`src/rtl/ram_pkg.sv`:
```
// Shared sizing constants for the MIPS data memory, so the datapath and ram agree on them.
package ram_pkg;

    localparam int RAM_WORD_WIDTH = 32;
    localparam int RAM_ENTRIES    = 100;

    // The address field can encode more words than physically exist; this bounds it.
    function automatic logic addr_valid(input logic [31:0] addr, input logic [31:0] entries);
        return addr < entries;
    endfunction

endpackage

```
`src/rtl/ram.sv`:
```
// Single-port word-addressed data RAM: synchronous write, combinational read, async active-low clear.
module ram
    import ram_pkg::*;
#(
    parameter int WORD_WIDTH = RAM_WORD_WIDTH,
    parameter int ENTRIES    = RAM_ENTRIES,
    localparam int AW        = $clog2(ENTRIES)
) (
    input  logic                  Clk,
    input  logic                  Rst,
    input  logic [AW-1:0]         A,
    input  logic [WORD_WIDTH-1:0] WD,
    input  logic                  WE,
    output logic [WORD_WIDTH-1:0] RD
);

    logic [WORD_WIDTH-1:0] mem [ENTRIES];
    logic                  in_range;

    assign in_range = addr_valid(32'(A), 32'(ENTRIES));

    always_ff @(posedge Clk or negedge Rst) begin
        if (!Rst) begin
            for (int i = 0; i < ENTRIES; i++) begin
                mem[i] <= '0;
            end
        end else if (WE && in_range) begin
            mem[A] <= WD;
        end
    end

    // Gating on Rst keeps RD at zero for the whole time reset is held, not just after the clear.
    assign RD = (Rst && in_range) ? mem[A] : '0;

endmodule

```
`config.mk`:
```
export PLATFORM = sky130hd
export DESIGN_NAME = ram
export DESIGN_NICKNAME = d
export VERILOG_FILES = /design/src/rtl/ram_pkg.sv /design/src/rtl/ram.sv
export SDC_FILE = /design/constraint.sdc
export NUM_CORES = 2
export LEC_CHECK = 0
export ABC_AREA = 0
export CAP_MARGIN = 20
export CORE_MARGIN = 2
export CORE_UTILIZATION = 55
export CTS_CLUSTER_DIAMETER = 100
export DETAILED_ROUTE_END_ITERATION = 7
export GPL_TIMING_DRIVEN = 1
export PLACE_DENSITY = 0.71
export SYNTH_ARGS = -nofsm -noshare
export SYNTH_HDL_FRONTEND = slang
export SYNTH_SLANG_ARGS = --single-unit
```
`constraint.sdc`:
```
create_clock -name Clk -period 3.6 [get_ports Clk]
set_clock_uncertainty 0.2 [all_clocks]
set_input_delay 0.72 -clock Clk [delete_from_list [all_inputs] [get_ports Clk]]
set_output_delay 0.72 -clock Clk [all_outputs]
set_load 0.01 [all_outputs]
```
==> results.py <==
metrics = {
    "logic_synthesis": {
        "syn_nets": 10700,
        "synthAdderAreaFrac_pct": 0,
        "syn_area_sq_um": 144600,
        "synth-simple-area-share_pct": 2.038,
        "ys_seq_elements": 3200,
        "synth.avg_cell_area_sq_um": 13.56,
        "synth_common_cells": "dfrtp_1 (3200), mux2_2 (3010), buf_2 (571)",
        "synthCells": 10660,
        "synth_top_area_share_pct": 55.38,
        "ys_types": 80,
        "synth_top_family_by_area": "multiplexers",
        "yosys-top-cells-area": "dfrtp_1 (55%), mux2_2 (23%), a221oi_1 (3.0%), mux2i_1 (2.0%), buf_2 (2.0%)",
        "synth_edf_count": 0,
        "ys.flop_type": "dfrtp_1",
        "yosysWarningCount": 0,
        "async_flop_share_pct": 100.0,
        "synth-xor-area-share_pct": 0,
        "yosysMostFrequentCell": "dfrtp_1",
        "synth-compound-area-share_pct": 10.51,
        "netlist.top_cell.by_area": "dfrtp_1",
        "yosysSeqAreaShare_pct": 55.38,
        "synth_mux_area_share_pct": 28.25,
    },
    "timing": {
        "setup_tns_ps": -24970,
        "period_needed_ps": 4598,
        "hold_viol_final": 0,
        "relSlewSlack_pct": 10.84,
        "rsz0062_at_grt": "true",
        "drv_slew": 0,
        "setup_viol": 32,
        "max_freq_ghz": 0.2175,
        "tightest_slew_ps": 1337,
        "post-route-period-util_pct": 127.7,
        "fin_ws_ps": -998.0,
        "holdWs_ps": 72.81,
    },
    "drt": {
        "postRouteAntennaNets": 0,
        "drc": 2,
        "wl_microns": 595200,
        "drt_iter0_drc": 16030,
        "drtPass1Iterations": 8,
        "dr_total_vias": 109900,
        "vias_per_cell": 7.187,
        "wl_per_cell_microns": 38.94,
    },
    "global_routing": {
        "met2_usage_pct": 61.85,
        "grt_pass1_wl_microns": 835000,
        "use_met1_pct": 56.51,
        "grt_pass1_vias": 110400,
        "use_met3_pct": 16.04,
        "grt_use_total_pct": 44.04,
        "grt_max_degree": 200,
        "antenna_found_initial": 43,
        "busiest_layer": "met2",
        "gr-total-overflow": 0,
    },
    "power_and_ir_drop": {
        "leakagePower_nw": 87.07,
        "power.density_nw_per_um2": 483.6,
        "ir_worst_vdd_uv": 468.3,
        "power_mw": 86.35,
    },
    "setup_path": {
        "cp-start-kind": "input port",
        "setup.worst_path.end_class": "output pin",
        "worstPathRequired_ps": 2680,
        "critical_path_class": "input port to output pin",
        "arrival_ps": 3680,
        "critPathMaxFanout": 10,
    },
    "die": {
        "start_util_pct": 55.23,
        "chipWidth_microns": 516.7,
        "num_rows": 188,
        "die_y_microns": 516.7,
        "fp.dieArea_sq_um": 267000,
        "core-area_sq_um": 261800,
        "ios": 74,
    },
    "clocking": {
        "numCtsBuffers": 337,
        "cts_root_buf": "clkbuf_16",
        "clk_path_buf_depth": 4,
        "h-tree-depth": 5,
        "clkTransAtPathRegs_ps": 60,
        "cts_num_sinks": 3200,
        "insertion_delay_ps": 930,
        "cts_tree": "yes",
    },
    "final_layout": {
        "layout.nets": 11540,
        "fillers": 17670,
        "area_delta_synth_final_pct": 23.50,
        "largest_register_ffs": 3200,
        "fin_area_sq_um": 178600,
        "top_register": "mem",
        "top_regs": "mem: 3200 flops",
        "stdcell_count": 15290,
        "drive_gt1_share_pct": 50.05,
    },
    "placed_design": {
        "gp_congestion": 1.033,
        "dpl.hpwl_microns": 384600,
        "post-place-cells": 14500,
        "place_area_sq_um": 160200,
        "port_buffers": 73,
    },
    "status": {
        "violations": "DRC, setup timing",
        "status": "complete, but fails checks",
    },
    "job": {
        "drv_cap": 0,
    },
    "hold_path": {
        "hold_path_class": "input port to flop",
    },
}
[cell type report]
| class | instances | area (sq um) | share of cell area [%] |
|---|---|---|---|
| clock buffer | 480 | 9713 | 5.439 |
| clock inverter | 113 | 1440 | 0.8065 |
| tap | 3515 | 4398 | 2.463 |
| timing repair inverter | 1 | 8.758 | 0.004905 |
| sequential | 3200 | 80080 | 44.84 |
| inverter | 7 | 57.56 | 0.03223 |
| multi-input combinational | 6260 | 63000 | 35.28 |
| antenna | 16 | 40.04 | 0.02242 |
| timing repair buffer | 1693 | 19840 | 11.11 |
[cell usage in the layout (no fill, tap or decap), drive strengths merged, types with 12 or more instances in the layout]
| master | n |
|---|---|
| a211oi | 32 |
| a21o | 126 |
| a21oi | 287 |
| a221o | 51 |
| a221oi | 505 |
| a222oi | 127 |
| a22o | 22 |
| a22oi | 297 |
| a31oi | 42 |
| buf | 1664 |
| bufbuf | 16 |
| bufinv | 23 |
| clkbuf | 488 |
| clkinv | 65 |
| dfrtp | 3200 |
| diode | 16 |
| inv | 23 |
| mux2 | 3246 |
| mux2i | 287 |
| mux4 | 63 |
| nand2 | 279 |
| nand2b | 13 |
| nand3 | 30 |
| nor2 | 121 |
| nor2b | 14 |
| nor3 | 103 |
| o211ai | 18 |
| o21ai | 128 |
| o221ai | 23 |
| o22a | 24 |
| o22ai | 235 |
| o31ai | 14 |
| or3 | 12 |
| or4 | 15 |
[where the power goes]
group          total [mW]  leakage (nW)  internal [mW]  switching [mW]
combinational        10.6          37.8           4.50            6.14
clock                35.8          5.49           20.5            15.3
sequential           39.9          43.8           38.5            1.44
total                86.3          87.1           63.5            22.8
[metrics by stage]
stage	utilization, %	worst slack, ps
6_report	68.21	-998.0
2_1_floorplan	-	138.2
3_5_place_dp	61.20	-2281
3_3_place_gp	61.13	-2390
5_1_grt	68.19	-911.4
4_1_cts	67.38	-818.2
[kinds of logic after synthesis]
| logic type | after synthesis |
|---|---|
| simple gates | 634 |
| compound gates | 2030 |
| flops | 3200 |
| mux | 3596 |
| buf+inv | 1200 |
[layer usage]
metal	part of all wire, %	up-vias
met5	0.043	-
met4	8.8	24
met3	14	2358
met2	41	8341
met1	35	57230
li1	-	41900
[worst max-delay path, stage by stage]
cell and delay (ps):
buf_16 170, buf_16 200, inv_16 70, buf_8 170
a21o_1 210, a222oi_1 370, nor3_2 140, or4_4 590
o21ai_4 490, buf_6 200, a31oi_4 140, buf_6 170
[worst paths after layout]
| kind | end | startpoint | slack (ps) | cells past startpoint |
|---|---|---|---|---|
| worst max-delay path | RD[5] | A[1] | -1000 | 12 |
| worst min-delay path | mem[1064] | WD[8] | 70 | 2 |
| worst max register to register | mem[2085] | mem[2085] | 2460 | 2 |
| worst min register to register | mem[1496] | mem[1496] | 290 | 1 |
| max in group asynchronous | mem[1693] | Rst | 710 | 5 |
| min in group asynchronous | mem[2] | Rst | 400 | 3 |
[timing repair]
item,in CTS,in global routing
setup endpoints to repair,32,32
gates resized for setup,796,312
hold buffers,2,0
cloned,25,8
hold endpoints to repair,138,0
setup buffers,117,71
pin swaps,220,202
(Power assumes the default switching activity.)
